==> config.mk <==
export PLATFORM = sky130hd
export DESIGN_NAME = mult_hilo_ctrl_flat
export DESIGN_NICKNAME = d
export VERILOG_FILES = /design/src/rtl/mult_hilo_ctrl_if.sv /design/src/rtl/mult_hilo_ctrl.sv /design/src/flat_wrapper.sv
export SDC_FILE = /design/constraint.sdc
export NUM_CORES = 1
export LEC_CHECK = 0
export BUFFER_PORTS_ARGS = -buffer_cell sky130_fd_sc_hd__buf_4
export CORE_ASPECT_RATIO = 0.7
export CORE_MARGIN = 4
export CORE_UTILIZATION = 44
export CTS_CLUSTER_SIZE = 28
export DETAILED_ROUTE_END_ITERATION = 8
export MAX_ROUTING_LAYER = met4
export PLACE_DENSITY = 0.71
export REMOVE_ABC_BUFFERS = 1
export SYNTH_ARGS = -nofsm -noshare
export SYNTH_HDL_FRONTEND = slang
export SYNTH_SLANG_ARGS = --single-unit
==> constraint.sdc <==
create_clock -name clk -period 2.85 [get_ports clk]
set_input_delay 0 -clock clk [delete_from_list [all_inputs] [get_ports clk]]
set_output_delay 0 -clock clk [all_outputs]
set_load 0.02 [all_outputs]
==> src/rtl/mult_hilo_ctrl_if.sv <==
// Pipeline/multiplier-side bundle for the HI/LO multiply sequencer.
// The slave modport is the controller's view of the bundle.
interface mult_hilo_ctrl_if #(
  parameter int BIT_WIDTH = 32
);
  logic                   start;
  logic [1:0]             op;
  logic [BIT_WIDTH-1:0]   rs_val;
  logic [BIT_WIDTH-1:0]   rt_val;
  logic                   flush;
  logic                   rd_req;
  logic                   ready;
  logic                   busy;
  logic                   done;
  logic                   hilo_stall;
  logic [BIT_WIDTH-1:0]   hi;
  logic [BIT_WIDTH-1:0]   lo;
  logic [BIT_WIDTH-1:0]   mul_a;
  logic [BIT_WIDTH-1:0]   mul_b;
  logic [2*BIT_WIDTH-1:0] mul_p;

  modport master (
    output start, op, rs_val, rt_val, flush, rd_req, mul_p,
    input  ready, busy, done, hilo_stall, hi, lo, mul_a, mul_b
  );

  modport slave (
    input  start, op, rs_val, rt_val, flush, rd_req, mul_p,
    output ready, busy, done, hilo_stall, hi, lo, mul_a, mul_b
  );
endinterface

==> src/rtl/mult_hilo_ctrl.sv <==
// MIPS multiply sequencer: feeds operand magnitudes to an external unsigned
// multiplier of latency DELAY, sign-corrects the product, and owns HI/LO.
module mult_hilo_ctrl #(
  parameter int BIT_WIDTH = 32,
  parameter int DELAY     = 0
) (
  input logic           clk,
  input logic           rst,
  mult_hilo_ctrl_if.slave bus
);
  localparam int CNT_W = (DELAY > 0) ? $clog2(DELAY + 1) : 1;
  localparam logic [1:0] OP_MULT  = 2'b00;
  localparam logic [1:0] OP_MULTU = 2'b01;
  localparam logic [1:0] OP_MTHI  = 2'b10;
  localparam logic [1:0] OP_MTLO  = 2'b11;

  typedef enum logic {IDLE, WAIT} state_t;

  state_t                 state_q;
  logic [CNT_W-1:0]       cnt_q;
  logic                   neg_q;
  logic                   busy_q;
  logic                   done_q;
  logic [BIT_WIDTH-1:0]   hi_q;
  logic [BIT_WIDTH-1:0]   lo_q;
  logic [BIT_WIDTH-1:0]   mul_a_q;
  logic [BIT_WIDTH-1:0]   mul_b_q;

  logic                   signed_op;
  logic [BIT_WIDTH-1:0]   mag_a_d;
  logic [BIT_WIDTH-1:0]   mag_b_d;
  logic                   neg_d;
  logic [2*BIT_WIDTH-1:0] prod_d;

  // The most negative operand negates to itself, which is its exact unsigned magnitude.
  always_comb begin
    signed_op = (bus.op == OP_MULT);
    mag_a_d   = (signed_op && bus.rs_val[BIT_WIDTH-1]) ? -bus.rs_val : bus.rs_val;
    mag_b_d   = (signed_op && bus.rt_val[BIT_WIDTH-1]) ? -bus.rt_val : bus.rt_val;
    neg_d     = signed_op && (bus.rs_val[BIT_WIDTH-1] ^ bus.rt_val[BIT_WIDTH-1]);
    prod_d    = neg_q ? -bus.mul_p : bus.mul_p;
  end

  always_ff @(posedge clk) begin
    if (!rst) begin
      state_q <= IDLE;
      cnt_q   <= '0;
      neg_q   <= 1'b0;
      busy_q  <= 1'b0;
      done_q  <= 1'b0;
      hi_q    <= '0;
      lo_q    <= '0;
      mul_a_q <= '0;
      mul_b_q <= '0;
    end else begin
      done_q <= 1'b0;
      case (state_q)
        IDLE: begin
          if (bus.start && !bus.flush) begin
            case (bus.op)
              OP_MTHI: hi_q <= bus.rs_val;
              OP_MTLO: lo_q <= bus.rs_val;
              OP_MULT, OP_MULTU: begin
                mul_a_q <= mag_a_d;
                mul_b_q <= mag_b_d;
                neg_q   <= neg_d;
                cnt_q   <= CNT_W'(DELAY);
                busy_q  <= 1'b1;
                state_q <= WAIT;
              end
              default: ;
            endcase
          end
        end
        WAIT: begin
          if (bus.flush) begin
            busy_q  <= 1'b0;
            state_q <= IDLE;
          end else if (cnt_q != '0) begin
            cnt_q <= cnt_q - 1'b1;
          end else begin
            {hi_q, lo_q} <= prod_d;
            busy_q       <= 1'b0;
            done_q       <= 1'b1;
            state_q      <= IDLE;
          end
        end
        default: state_q <= IDLE;
      endcase
    end
  end

  assign bus.busy       = busy_q;
  assign bus.ready      = ~busy_q;
  assign bus.done       = done_q;
  assign bus.hilo_stall = busy_q & bus.rd_req;
  assign bus.hi         = hi_q;
  assign bus.lo         = lo_q;
  assign bus.mul_a      = mul_a_q;
  assign bus.mul_b      = mul_b_q;
endmodule

==> src/flat_wrapper.sv <==
// flat-port wrapper written by rule: the top's interface ports become plain ports
module mult_hilo_ctrl_flat 
#(
  parameter int BIT_WIDTH = 32,
  parameter int DELAY     = 0
)
  (clk, rst, bus_start, bus_op, bus_rs_val, bus_rt_val, bus_flush, bus_rd_req, bus_mul_p, bus_ready, bus_busy, bus_done, bus_hilo_stall, bus_hi, bus_lo, bus_mul_a, bus_mul_b);
  mult_hilo_ctrl_if #(.BIT_WIDTH(BIT_WIDTH)) bus_i ();
  input logic clk;
  input logic rst;
  input wire logic [$bits(bus_i.start)-1:0] bus_start;
  input wire logic [$bits(bus_i.op)-1:0] bus_op;
  input wire logic [$bits(bus_i.rs_val)-1:0] bus_rs_val;
  input wire logic [$bits(bus_i.rt_val)-1:0] bus_rt_val;
  input wire logic [$bits(bus_i.flush)-1:0] bus_flush;
  input wire logic [$bits(bus_i.rd_req)-1:0] bus_rd_req;
  input wire logic [$bits(bus_i.mul_p)-1:0] bus_mul_p;
  output wire logic [$bits(bus_i.ready)-1:0] bus_ready;
  output wire logic [$bits(bus_i.busy)-1:0] bus_busy;
  output wire logic [$bits(bus_i.done)-1:0] bus_done;
  output wire logic [$bits(bus_i.hilo_stall)-1:0] bus_hilo_stall;
  output wire logic [$bits(bus_i.hi)-1:0] bus_hi;
  output wire logic [$bits(bus_i.lo)-1:0] bus_lo;
  output wire logic [$bits(bus_i.mul_a)-1:0] bus_mul_a;
  output wire logic [$bits(bus_i.mul_b)-1:0] bus_mul_b;
  assign bus_i.start = bus_start;
  assign bus_i.op = bus_op;
  assign bus_i.rs_val = bus_rs_val;
  assign bus_i.rt_val = bus_rt_val;
  assign bus_i.flush = bus_flush;
  assign bus_i.rd_req = bus_rd_req;
  assign bus_i.mul_p = bus_mul_p;
  assign bus_ready = bus_i.ready;
  assign bus_busy = bus_i.busy;
  assign bus_done = bus_i.done;
  assign bus_hilo_stall = bus_i.hilo_stall;
  assign bus_hi = bus_i.hi;
  assign bus_lo = bus_i.lo;
  assign bus_mul_a = bus_i.mul_a;
  assign bus_mul_b = bus_i.mul_b;
  mult_hilo_ctrl #(.BIT_WIDTH(BIT_WIDTH), .DELAY(DELAY)) u_core (.clk(clk), .rst(rst), .bus(bus_i));
endmodule
Word-level counts from Yosys, hierarchy flattened

Cells that the tools add are included.

Bits in read-only memories: 0
Bits in latches: 0
Memories kept: 0
Bits in registers: 133
Output and inout port bits: 132
Bits of input ports: 135
Word-level logic and storage cells: 70
RAM bits: 0

Shift-type cells: 0
Divide/modulo/power cells: 0
Reduce and logical (&&, ||, !) cells: 13
Multiplexer cells: 29
$add $sub $neg: 4
Bitwise gates (word level): 5
Magnitude comparators: 0
Eq/ne operators: 10
Multipliers: 0

Operators by type and width:

| operator                                                                | number |
|---|---|
| 32-bit 2-to-1 mux                                                       | 10 |
| 32-bit case mux with 2 select lines                                     | 2 |
| 64-bit 2-to-1 mux                                                       | 1 |
| 32-bit negator                                                          | 2 |
| 64-bit negator                                                          | 1 |
| 1-bit 2-to-1 mux                                                        | 13 |
| 2-bit inequality test, second input constant                            | 5 |
| 3-bit AND reduction                                                     | 3 |
| 4-bit AND reduction                                                     | 2 |
| 1-bit case mux with 2 select lines                                      | 3 |
| 2-bit equality test, second input constant                              | 2 |
| 1-bit logical AND                                                       | 4 |
| 3-bit inequality test, second input constant                            | 1 |
| 1-bit NOT                                                               | 3 |
| 3-bit OR reduction                                                      | 1 |
| 2-bit by 1-bit equality test with 1-bit output, second input constant   | 1 |
| 2-bit logical NOT                                                       | 1 |
| 2-bit by 1-bit inequality test with 1-bit output, second input constant | 1 |
| 2-bit OR reduction                                                      | 1 |
| 1-bit bitwise AND                                                       | 1 |
| 1-bit logical NOT                                                       | 1 |
| 1-bit subtractor, second input constant                                 | 1 |
| 1-bit bitwise XOR                                                       | 1 |

Logic depth before layout (Yosys ltp)

Gate-level depths: netlist (run 1).

Word-level depth: 5
Depth in mapped cells: 9

Worst setup path after synthesis (run 1)

OpenSTA, ideal clock, no wires.

Path kind: input to register
From: in bus_mul_p[14]
To: reg u_core.hi_q[17] (netlist: u_core.bus.hi[17])
Setup slack: 0.552 ns
Stages on the path: 8
Data arrival time: 2.228 ns
Data required time: 2.780 ns
Path through: or4_4 > or3_1 > buf_2 > or4_4 > buf_6 > nor3_2 > mux2_2 > a21oi_1

Cells in the longest elaborated chain, start to end: 5

RTL lines:

| item                                | RTL line             | source |
|---|---|---|
| start, declared                     | flat_wrapper.sv:17   | `input wire logic [$bits(bus_i.mul_p)-1:0] bus_mul_p;` |
| 64-bit negator                      | mult_hilo_ctrl.sv:41 | `prod_d = neg_q ? -bus.mul_p : bus.mul_p;` |
| 64-bit 2-to-1 mux                   | mult_hilo_ctrl.sv:41 |  |
| 32-bit 2-to-1 mux                   | mult_hilo_ctrl.sv:79 | `end else if (cnt_q != '0) begin` |
| 32-bit 2-to-1 mux                   | mult_hilo_ctrl.sv:76 | `if (bus.flush) begin` |
| 32-bit case mux with 2 select lines | mult_hilo_ctrl.sv:57 | `case (state_q)` |
| end signal, assigned                | mult_hilo_ctrl.sv:61 | `OP_MTHI: hi_q <= bus.rs_val;` |
| end signal, assigned                | mult_hilo_ctrl.sv:82 | `{hi_q, lo_q} <= prod_d;` |
| end, declared                       | mult_hilo_ctrl.sv:24 | `logic [BIT_WIDTH-1:0] hi_q;` |

No other way between the ends. The select of a mux whose other input is x is not followed.
A chain may end at the register's enable or synchronous reset.

Worst setup path in the final report (run 1)

From: in bus_rt_val[1]
To: reg u_core.mul_b_q[23] (netlist: u_core.bus.mul_b[23])

Cells in the longest elaborated chain, start to end: 2

RTL lines:

| item                 | RTL line             | source |
|---|---|---|
| start, declared      | flat_wrapper.sv:14   | `input wire logic [$bits(bus_i.rt_val)-1:0] bus_rt_val;` |
| 32-bit negator       | mult_hilo_ctrl.sv:39 | `mag_b_d = (signed_op && bus.rt_val[BIT_WIDTH-1]) ? -bus.rt_val : bus.rt_val;` |
| 32-bit 2-to-1 mux    | mult_hilo_ctrl.sv:39 |  |
| end signal, assigned | mult_hilo_ctrl.sv:65 | `mul_b_q <= mag_b_d;` |
| end, declared        | mult_hilo_ctrl.sv:27 | `logic [BIT_WIDTH-1:0] mul_b_q;` |

No other way between the ends.

==> results of run 1 <==
[cells in the final DEF, fill, tap and decap left out, types with 4 or more instances in the layout]
master / netlist / final
clkbuf_16: 0 / 17
o22ai_1: 7 / 7
a31o_2: 11 / 11
a21oi_1: 78 / 78
a311oi_1: 4 / 4
nand2_1: 84 / 84
o21ai_0: 68 / 68
nor4_1: 20 / 20
a31oi_1: 12 / 12
buf_4: 0 / 295
or3_1: 20 / 20
nor2_1: 123 / 122
clkinv_4: 0 / 4
nand4_1: 6 / 6
xor2_1: 62 / 62
and3_1: 5 / 5
o31ai_1: 26 / 25
and2_1: 6 / 6
nand3_1: 20 / 20
nor3_1: 28 / 28
a211o_1: 5 / 5
xnor2_1: 38 / 38
nand2b_1: 5 / 5
o41ai_1: 22 / 22
or4_1: 17 / 16
or2_2: 6 / 6
o211ai_1: 18 / 18
dfxtp_1: 132 / 130
a211oi_1: 58 / 58
o31a_1: 5 / 5
dlygate4sd3_1: 0 / 98
mux2i_1: 7 / 7
o21ai_1: 4 / 4
inv_1: 19 / 18
[metal layers]
layer | vias up | wire length, um
li1 | 4560 | -
met1 | 4627 | 15900
met2 | 576 | 14800
met3 | 67 | 3980
met4 | 0 | 752
met5 | - | 0
[per-stage QoR]
stage          TNS (ns)  total power (W)  instances  area [um^2]
3_3_place_gp          0          0.00297       1503        10400
6_report              0          0.00537       1633        12000
4_1_cts               0          0.00536       1632        11900
5_1_grt               0          0.00555       1633        12000
3_5_place_dp          0          0.00297       1503        10400
2_1_floorplan   -513.33          0.00245        971         7810
[power by group through the flow]
| stage | registers [W] | logic (W) | clock network [W] |
|---|---|---|---|
| 5_1_grt | 0.00199 | 0.00117 | 0.00240 |
| 3_5_place_dp | 0.00202 | 0.000955 | 0 |
| 2_1_floorplan | 0.00211 | 0.000341 | 0 |
| 4_1_cts | 0.00198 | 0.00107 | 0.00231 |
| 6_report | 0.00198 | 0.00110 | 0.00229 |
| 3_3_place_gp | 0.00201 | 0.000951 | 0 |
[tightest hold or removal path: stages]
cell      delay [ns]
buf_4           0.09
o31ai_1         0.07
xor2_1          0.14
a211oi_1        0.08
[logic make-up after synthesis]
group	Yosys count	synth area share
flops	132	0.326
fa+ha+maj	3	0.00464
simple gates	365	0.222
mux	9	0.0114
buf+inv	93	0.0445
compound gates	343	0.283
xor+xnor	100	0.108
[flip-flops by register name (all words and copies together), names as in the netlist]
register,cells
u_core.bus.busy,1
u_core.neg_q,1
u_core.bus.done,1
u_core.bus.lo,32
u_core.bus.mul_a,32
u_core.state_q,1
u_core.bus.mul_b,32
u_core.bus.hi,32
[area by class of cell]
cell class              instances  share of cell area
repair buffers                394               0.269
inverters                      19             0.00597
clock inverters                14              0.0148
flip-flops and latches        132               0.221
well taps                     236              0.0247
multi-input cells             820               0.428
clock buffers                  18              0.0359
[repair_timing]
| action | in CTS | in global routing |
|---|---|---|
| setup endpoints to repair | 0 | 2 |
| gates resized for setup | 0 | 3 |
| hold buffers | 97 | 1 |
| setup buffers | 0 | 0 |
| endpoints found under the hold margin | 94 | 1 |
[worst paths after layout]
check | end | slack, ns | start
worst max-delay path | u_core.bus.mul_b[23] | 0.07 | bus_rt_val[1]
worst min register to register | u_core.bus.lo[16] | 0.45 | u_core.bus.lo[16]
worst min-delay path | u_core.bus.mul_b[3] | 0.02 | bus_rt_val[2]
worst max register to register | u_core.bus.mul_b[31] | 0.39 | u_core.state_q
==> flow_metrics.env, run 1 <==
export IMPL_cts_tree="done"
export IMPL_cp_cell_sequence="dlygate4sd3_1 > buf_4 > or4_1 > or4_4 > or3_1 > o31ai_2 > xor2_1 > dlygate4sd3_1 > o21ai_1"
export IMPL_synth_top_area_frac=0.326
export IMPL_grt_max_degree=113
export IMPL_slew_viol_final=0
export IMPL_yosys_register_bits=132
export IMPL_grt_overflow_total=0
export IMPL_relSlewSlack=0.284
export IMPL_crit_top_cell="dlygate4sd3_1"
export IMPL_wl_per_cell_um=21.7
export IMPL_rows=41
export IMPL_met2_usage=0.480
export IMPL_drc=0
export IMPL_wirelength_mm=35.5
export IMPL_synth_area_per_cell_um2=7.75
export IMPL_cp_buffers_inverters=3
export IMPL_crit_family="simple AND/OR/NAND/NOR gates"
export IMPL_final_util=0.662
export IMPL_power_density_mw_per_mm2=449
export IMPL_nets=1522
export IMPL_cap_violations=0
export IMPL_die_area_mm2=0.0207
export IMPL_synth_warnings=0
export IMPL_end_kind="register"
export IMPL_ys_async_sr_fraction=0
export IMPL_vias_per_cell=6.02
export IMPL_synthTopCellsByArea="dfxtp_1, xor2_1, nor2_1"
export IMPL_clock_latency_ns=0.43
export IMPL_die_w_um=170
export IMPL_post_place_ws_ns=0.300
export IMPL_grt_pass1_vias=9085
export IMPL_irDropWorstVdd_mv=0.364
export IMPL_dp_hpwl_mm=25.4
export IMPL_grt_pass1_wl_mm=53.2
export IMPL_drive_gt1_frac=0.259
export IMPL_clk_path_buf_depth=2
export IMPL_synth_common_cells="dfxtp_1, nor2_1, nand2_1"
export IMPL_ctsHtreeMaxLevel=4
export IMPL_cts_num_sinks=132
export IMPL_drt_iter0_markers=1358
export IMPL_syn_inst=1045
export IMPL_hold_slack_ns=0.0183
export IMPL_crit_arrival_ns=3.08
export IMPL_required_ns=3.15
export IMPL_max_freq_mhz=360
export IMPL_ys_flop_type="dfxtp_1"
export IMPL_postLayoutSetupSlackWorst_ns=0.0696
export IMPL_finalSetupViolations=0
export IMPL_cts_clk_slew_worst_paths_ns=0.06
export IMPL_period_share=0.976
export IMPL_crit_type="input port to register"
export IMPL_rr_worst_depth=6
export IMPL_yosysMostFrequentCell="dfxtp_1"
export IMPL_grt_use_met1=0.495
export IMPL_syn_to_final_growth_pct=47.6
export IMPL_multi_input_area_mm2=0.00512
export IMPL_seqCellArea_mm2=0.00265
export IMPL_synthDistinctLibCells=67
export IMPL_num_vias=9830
export IMPL_clock_power_share=0.427
export IMPL_timing_hold_violations_final=0
export IMPL_ant_nets=0
export IMPL_synth_area_mm2=0.00810
export IMPL_skew_ns=0.0109
export IMPL_tightest_slew_ns=1.07
export IMPL_synth_largest_area_cell="dfxtp_1"
export IMPL_slowest_stage="dlygate4sd3_1"
export IMPL_start_util=0.449
export IMPL_busiest_layer="met1"
export IMPL_grt_setup_unrepaired="no"
export IMPL_use_met3=0.0697
export IMPL_core_area_mm2=0.0181
export IMPL_drt_pass1_iter_count=5
export IMPL_die_h_um=122
export IMPL_numCtsBuffers=17
export IMPL_diodes=0
export IMPL_internal_power_w=0.00380
export IMPL_outcome="completed"
export IMPL_fin_crit_ns=2.78
export IMPL_ys_seq_area_frac=0.326
export IMPL_cts_root_buffer="clkbuf_16"
export IMPL_max_stage_delay_ns=0.56
export IMPL_leakage_nw=4.65
export IMPL_antenna_found_initial=0
export IMPL_cp_max_fo=5
export IMPL_start_kind="input port"
export IMPL_port_buffers=266
export IMPL_synth_edff_count=0
export IMPL_net_switching_power_w=0.00157
export IMPL_grt_usage=0.339
export IMPL_switching_share=0.292
export IMPL_holdPathStages=4
export IMPL_seqPwrFrac=0.369
export IMPL_hold_path_class="input port to register"
export IMPL_worst_path_stages=9
export IMPL_io_pins=267
export IMPL_globalplace_congestion=0.994
export IMPL_nFillCells=1566
export IMPL_combPwrFrac=0.205
Note: power is estimated with default switching activity, not from simulation.
==> inputs of run 2 (changes only) <==
Settings changed: REMOVE_ABC_BUFFERS 1 to unset.
==> run 2 against run 1 <==
Against the previous run: clock skew shrank 0.0040 ns; critical path type unchanged; register-to-register slack lost 0.14 ns; sequential cell count is the same; highest routed layer unchanged; first-iteration DRC count shrank 9.3%.
==> flow_metrics.env, run 2 (synthesis gave the netlist of run 1 again) <==
export IMPL_outcome="completed"
export IMPL_cap_violations=0
export IMPL_max_freq_mhz=363
export IMPL_layout_common_cells="buf_4, dfxtp_1, nor2_1"
export IMPL_die_w_um=170
export IMPL_drive_gt1_frac=0.266
export IMPL_hold_path_class="input port to register"
export IMPL_grt_setup_unrepaired="yes"
export IMPL_drc=0
export IMPL_crit_end="u_core.bus.mul_b[23]"
export IMPL_vias_per_cell=6.07
export IMPL_skew_ns=0.00691
export IMPL_leakage_nw=4.75
export IMPL_cts_num_sinks=132
export IMPL_r2r_end="u_core.bus.hi[16]"
export IMPL_crit_start="bus_rt_val[1]"
export IMPL_fin_crit_ns=2.75
export IMPL_irDropWorstVdd_mv=0.334
export IMPL_grt_usage=0.353
export IMPL_cts_root_buffer="clkbuf_16"
export IMPL_port_buffers=266
export IMPL_cts_clk_slew_worst_paths_ns=0.06
export IMPL_place_area_mm2=0.0104
export IMPL_final_util=0.674
export IMPL_core_area_mm2=0.0181
export IMPL_die_area_mm2=0.0207
export IMPL_nets=1541
export IMPL_slew_viol_final=0
export IMPL_numCtsBuffers=17
export IMPL_end_kind="register"
export IMPL_start_kind="input port"
export IMPL_rr_worst_depth=6
export IMPL_wl_per_cell_um=22.3
export IMPL_crit_type="input port to register"
export IMPL_tightest_slew_ns=0.852
export IMPL_reg2reg_slack_ns=0.25
export IMPL_internal_power_w=0.00382
export IMPL_clk_path_buf_depth=2
export IMPL_switching_share=0.297
export IMPL_ctsHtreeMaxLevel=4
export IMPL_io_pins=267
export IMPL_antenna_found_initial=0
export IMPL_syn_num_nets=1183
export IMPL_globalplace_congestion=1.01
export IMPL_clock_power_share=0.426
export IMPL_combPwrFrac=0.208
export IMPL_crit_family="simple AND/OR/NAND/NOR gates"
export IMPL_drt_iter0_markers=1232
export IMPL_timing_hold_violations_final=0
export IMPL_power_density_mw_per_mm2=446
export IMPL_rows=41
export IMPL_grt_overflow_total=0
export IMPL_start_util=0.449
export IMPL_r2r_start="u_core.state_q"
export IMPL_dp_hpwl_mm=27.3
export IMPL_multi_input_area_mm2=0.00514
export IMPL_nFillCells=1525
export IMPL_clock_latency_ns=0.43
export IMPL_syn_to_final_growth_pct=50.2
export IMPL_max_stage_delay_ns=0.56
export IMPL_ant_nets=0
export IMPL_final_common_cell="buf_4"
export IMPL_cts_tree="done"
export IMPL_required_ns=3.15
export IMPL_cp_buffers_inverters=3
export IMPL_crit_top_cell="dlygate4sd3_1"
export IMPL_cp_max_fo=5
export IMPL_seqCellArea_mm2=0.00265
export IMPL_wirelength_mm=36.8
export IMPL_period_share=0.966
export IMPL_net_switching_power_w=0.00161
export IMPL_seqPwrFrac=0.366
export IMPL_die_h_um=122
export IMPL_grt_pass1_vias=9370
export IMPL_cp_cell_sequence="dlygate4sd3_1 > buf_4 > or4_1 > or4_4 > or3_1 > o31ai_2 > xor2_1 > dlygate4sd3_1 > o21ai_1"
export IMPL_drt_pass1_iter_count=6
export IMPL_grt_max_degree=77
export IMPL_relSlewSlack=0.426
export IMPL_crit_arrival_ns=3.06
export IMPL_slowest_stage="dlygate4sd3_1"
export IMPL_postLayoutCellArea_mm2=0.0122
export IMPL_finalSetupViolations=0
export IMPL_worst_path_stages=9
export IMPL_num_vias=10042
export IMPL_grt_pass1_wl_mm=54.7
run 2: worst register-to-register path, stage by stage (launching register included):
cell	delay, ns
dfxtp_2	0.54
buf_4	0.34
nor2b_2	0.37
nand2_1	0.31
o21ai_0	0.27
a211oi_1	0.07
dlygate4sd3_1	0.58
run 2: how the worst min path moves through the flow:
| stage | endpoint | cells after the start | slack [ns] | start |
|---|---|---|---|---|
| floorplan | u_core.bus.mul_a[0] | 2 | 0.14 | bus_rs_val[0] |
| global placement | u_core.bus.mul_b[31] | 2 | 0.28 | bus_rt_val[31] |
| detailed placement | u_core.bus.mul_b[31] | 2 | 0.29 | bus_rt_val[31] |
| CTS | u_core.bus.hi[5] | 3 | 0.0006 | bus_mul_p[37] |
| global route | u_core.bus.mul_a[10] | 3 | 0.03 | bus_rs_val[10] |
| finish | u_core.neg_q | 4 | 0.01 | bus_op[1] |
run 2: routing by layer:
metal  vias to the layer above  wire (um)  GRT usage
met5                         -          0          -
met3                        76       4790      0.101
met4                         0        893      0.104
met2                       629      15300      0.501
li1                       4618          -          -
met1                      4719      15800      0.488
run 2: area by class of cell:
class                   count  area share
inverters                  19     0.00586
repair buffers            413       0.279
clock buffers              18      0.0353
diodes                      2    0.000411
well taps                 236      0.0243
clock inverters            14      0.0145
multi-input cells         820       0.423
flip-flops and latches    132       0.217
run 2: metrics by stage:
step	hold slack, ns	TNS (ns)	worst slack, ns	instances	power, W
after global placement	0.281	0	0.272	1508	0.00299
after CTS	0.000633	0	0.0207	1648	0.00539
after global routing	0.0278	-0.0279	-0.0279	1652	0.00558
final	0.0100	0	0.0981	1654	0.00543
after floorplan	0.136	0	0.552	1045	0.00246
after detailed placement	0.286	0	0.240	1508	0.00300
run 2: power groups by stage:
stage / sequential (W) / combinational, W / clock (W)
finish: 0.00198 / 0.00113 / 0.00231
global route: 0.00199 / 0.00120 / 0.00239
CTS: 0.00198 / 0.00110 / 0.00231
detailed placement: 0.00202 / 0.000975 / 0
global placement: 0.00202 / 0.000971 / 0
floorplan: 0.00210 / 0.000360 / 0
run 2: what timing repair did:
action | in CTS | in global routing
endpoints found under the hold margin | 92 | 0
hold buffers | 108 | 0
setup endpoints to repair | 0 | 10
resized for setup | 0 | 8
buffers inserted | 0 | 4
==> inputs of run 3 (changes only) <==
Settings changed: PLACE_DENSITY 0.71 to 0.75.
==> run 3 against run 2 <==
Against the previous run: the flow now finishes with violations (negative setup slack); register-to-register slack better by 0.12 ns; wire length is 0.96% higher; clock power up 3%.
==> flow_metrics.env, run 3 (synthesis gave the netlist of run 1 again) <==
export IMPL_numCtsBuffers=17
export IMPL_final_common_cell="buf_4"
export IMPL_grt_pass1_vias=9264
export IMPL_drc=0
export IMPL_grt_setup_unrepaired="yes"
export IMPL_finalNonFillerCells=1628
export IMPL_wirelength_mm=37.2
export IMPL_syn_to_final_growth_pct=47.0
export IMPL_outcome="finished with violations"
export IMPL_start_kind="input port"
export IMPL_max_stage_delay_ns=0.58
export IMPL_tightest_slew_ns=0.924
export IMPL_seqCellArea_mm2=0.00265
export IMPL_drt_iter0_markers=1486
export IMPL_hold_path_class="input port to register"
export IMPL_slowest_stage="dlygate4sd3_1"
export IMPL_drt_pass1_iter_count=5
export IMPL_max_freq_mhz=348
export IMPL_clock_latency_ns=0.43
export IMPL_antenna_found_initial=1
export IMPL_num_vias=10030
export IMPL_core_area_mm2=0.0181
export IMPL_period_share=1.01
export IMPL_ctsHtreeMaxLevel=4
export IMPL_power_density_mw_per_mm2=459
export IMPL_grt_max_degree=70
export IMPL_postLayoutCellArea_mm2=0.0119
export IMPL_cp_max_fo=5
export IMPL_start_util=0.449
export IMPL_slew_viol_final=0
export IMPL_cts_tree="done"
export IMPL_cp_cell_sequence="dlygate4sd3_1 > buf_4 > or4_1 > or4_4 > or3_1 > o31ai_2 > xor2_1 > dlygate4sd3_1 > o21ai_1"
export IMPL_fin_tns_setup_ns=-0.0229
export IMPL_cap_violations=0
export IMPL_die_area_mm2=0.0207
export IMPL_port_buffers=266
export IMPL_die_w_um=170
export IMPL_cts_num_sinks=132
export IMPL_finalSetupViolations=1
export IMPL_final_util=0.659
export IMPL_skew_ns=0.00545
export IMPL_wl_per_cell_um=22.9
export IMPL_crit_arrival_ns=3.17
export IMPL_cts_clk_slew_worst_paths_ns=0.06
export IMPL_layout_common_cells="buf_4, dfxtp_1, nor2_1"
export IMPL_ant_nets=0
export IMPL_cts_root_buffer="clkbuf_16"
export IMPL_rows=41
export IMPL_multi_input_area_mm2=0.00512
export IMPL_io_pins=267
export IMPL_nFillCells=1521
export IMPL_timing_hold_violations_final=0
export IMPL_syn_num_nets=1183
export IMPL_violations="negative setup slack"
export IMPL_irDropWorstVdd_mv=0.246
export IMPL_grt_pass1_wl_mm=54.4
export IMPL_clk_path_buf_depth=2
export IMPL_grt_usage=0.352
export IMPL_drive_gt1_frac=0.262
export IMPL_fin_crit_ns=2.87
export IMPL_die_h_um=122
export IMPL_relSlewSlack=0.384
export IMPL_globalplace_congestion=1.05
export IMPL_crit_type="input port to register"
export IMPL_required_ns=3.15
export IMPL_placed_cells=1502
export IMPL_vias_per_cell=6.16
export IMPL_crit_top_cell="dlygate4sd3_1"
export IMPL_leakage_nw=4.62
export IMPL_grt_overflow_total=0
export IMPL_postLayoutSetupSlackWorst_ns=-0.0229
export IMPL_nets=1516
export IMPL_post_cts_buffers=0
export IMPL_place_area_mm2=0.0103
export IMPL_end_kind="register"
export IMPL_dp_hpwl_mm=26.9
run 3: cell type report:
cell class / count / area share
clock inverter: 14 / 0.0145
antenna: 1 / 0.000210
timing repair buffer: 388 / 0.265
inverter: 19 / 0.00599
clock buffer: 18 / 0.0369
sequential: 132 / 0.222
tap: 236 / 0.0248
multi-input combinational: 820 / 0.430
run 3: path summary, 6_finish.rpt:
path	slack [ns]	startpoint	endpoint	depth (start not counted)
max	-0.02	bus_rt_val[3]	u_core.bus.mul_b[23]	9
min	0.01	bus_rs_val[3]	u_core.bus.mul_a[3]	3
max reg2reg	0.37	u_core.state_q	u_core.bus.mul_b[31]	5
min reg2reg	0.46	u_core.bus.mul_a[0]	u_core.bus.mul_a[0]	2
run 3: repair_timing:
action / 4_1_cts / 5_1_grt
gates resized for setup: 0 / 4
hold endpoints to repair: 90 / 0
setup endpoints to repair: 0 / 4
hold buffers: 93 / 0
run 3: worst max-delay path: cells and delay by family:
kind / cells / cell delay [ns]
xor+xnor: 1 / 0.15
buf+inv: 3 / 1.33
simple gates: 3 / 1.42
compound gates: 2 / 0.28
run 3: metrics by stage:
| stage | hold WS (ns) | power (W) | setup slack [ns] |
|---|---|---|---|
| floorplan | 0.136 | 0.00246 | 0.552 |
| global placement | 0.283 | 0.00298 | 0.395 |
| detailed placement | 0.287 | 0.00299 | 0.357 |
| CTS | 0.000748 | 0.00543 | 0.00787 |
| global route | 0.0172 | 0.00561 | -0.0586 |
| finish | 0.0108 | 0.00547 | -0.0229 |
run 3: power breakdown:
part / switching (W) / internal (W)
clock: 0.000956 / 0.00141
sequential: 0.0000531 / 0.00193
combinational: 0.000635 / 0.000483
run 3: layer usage:
metal  wire length [um]  track usage
met5                  0            -
met4               1150        0.114
met3               5190        0.122
met2              15300        0.483
met1              15600        0.484
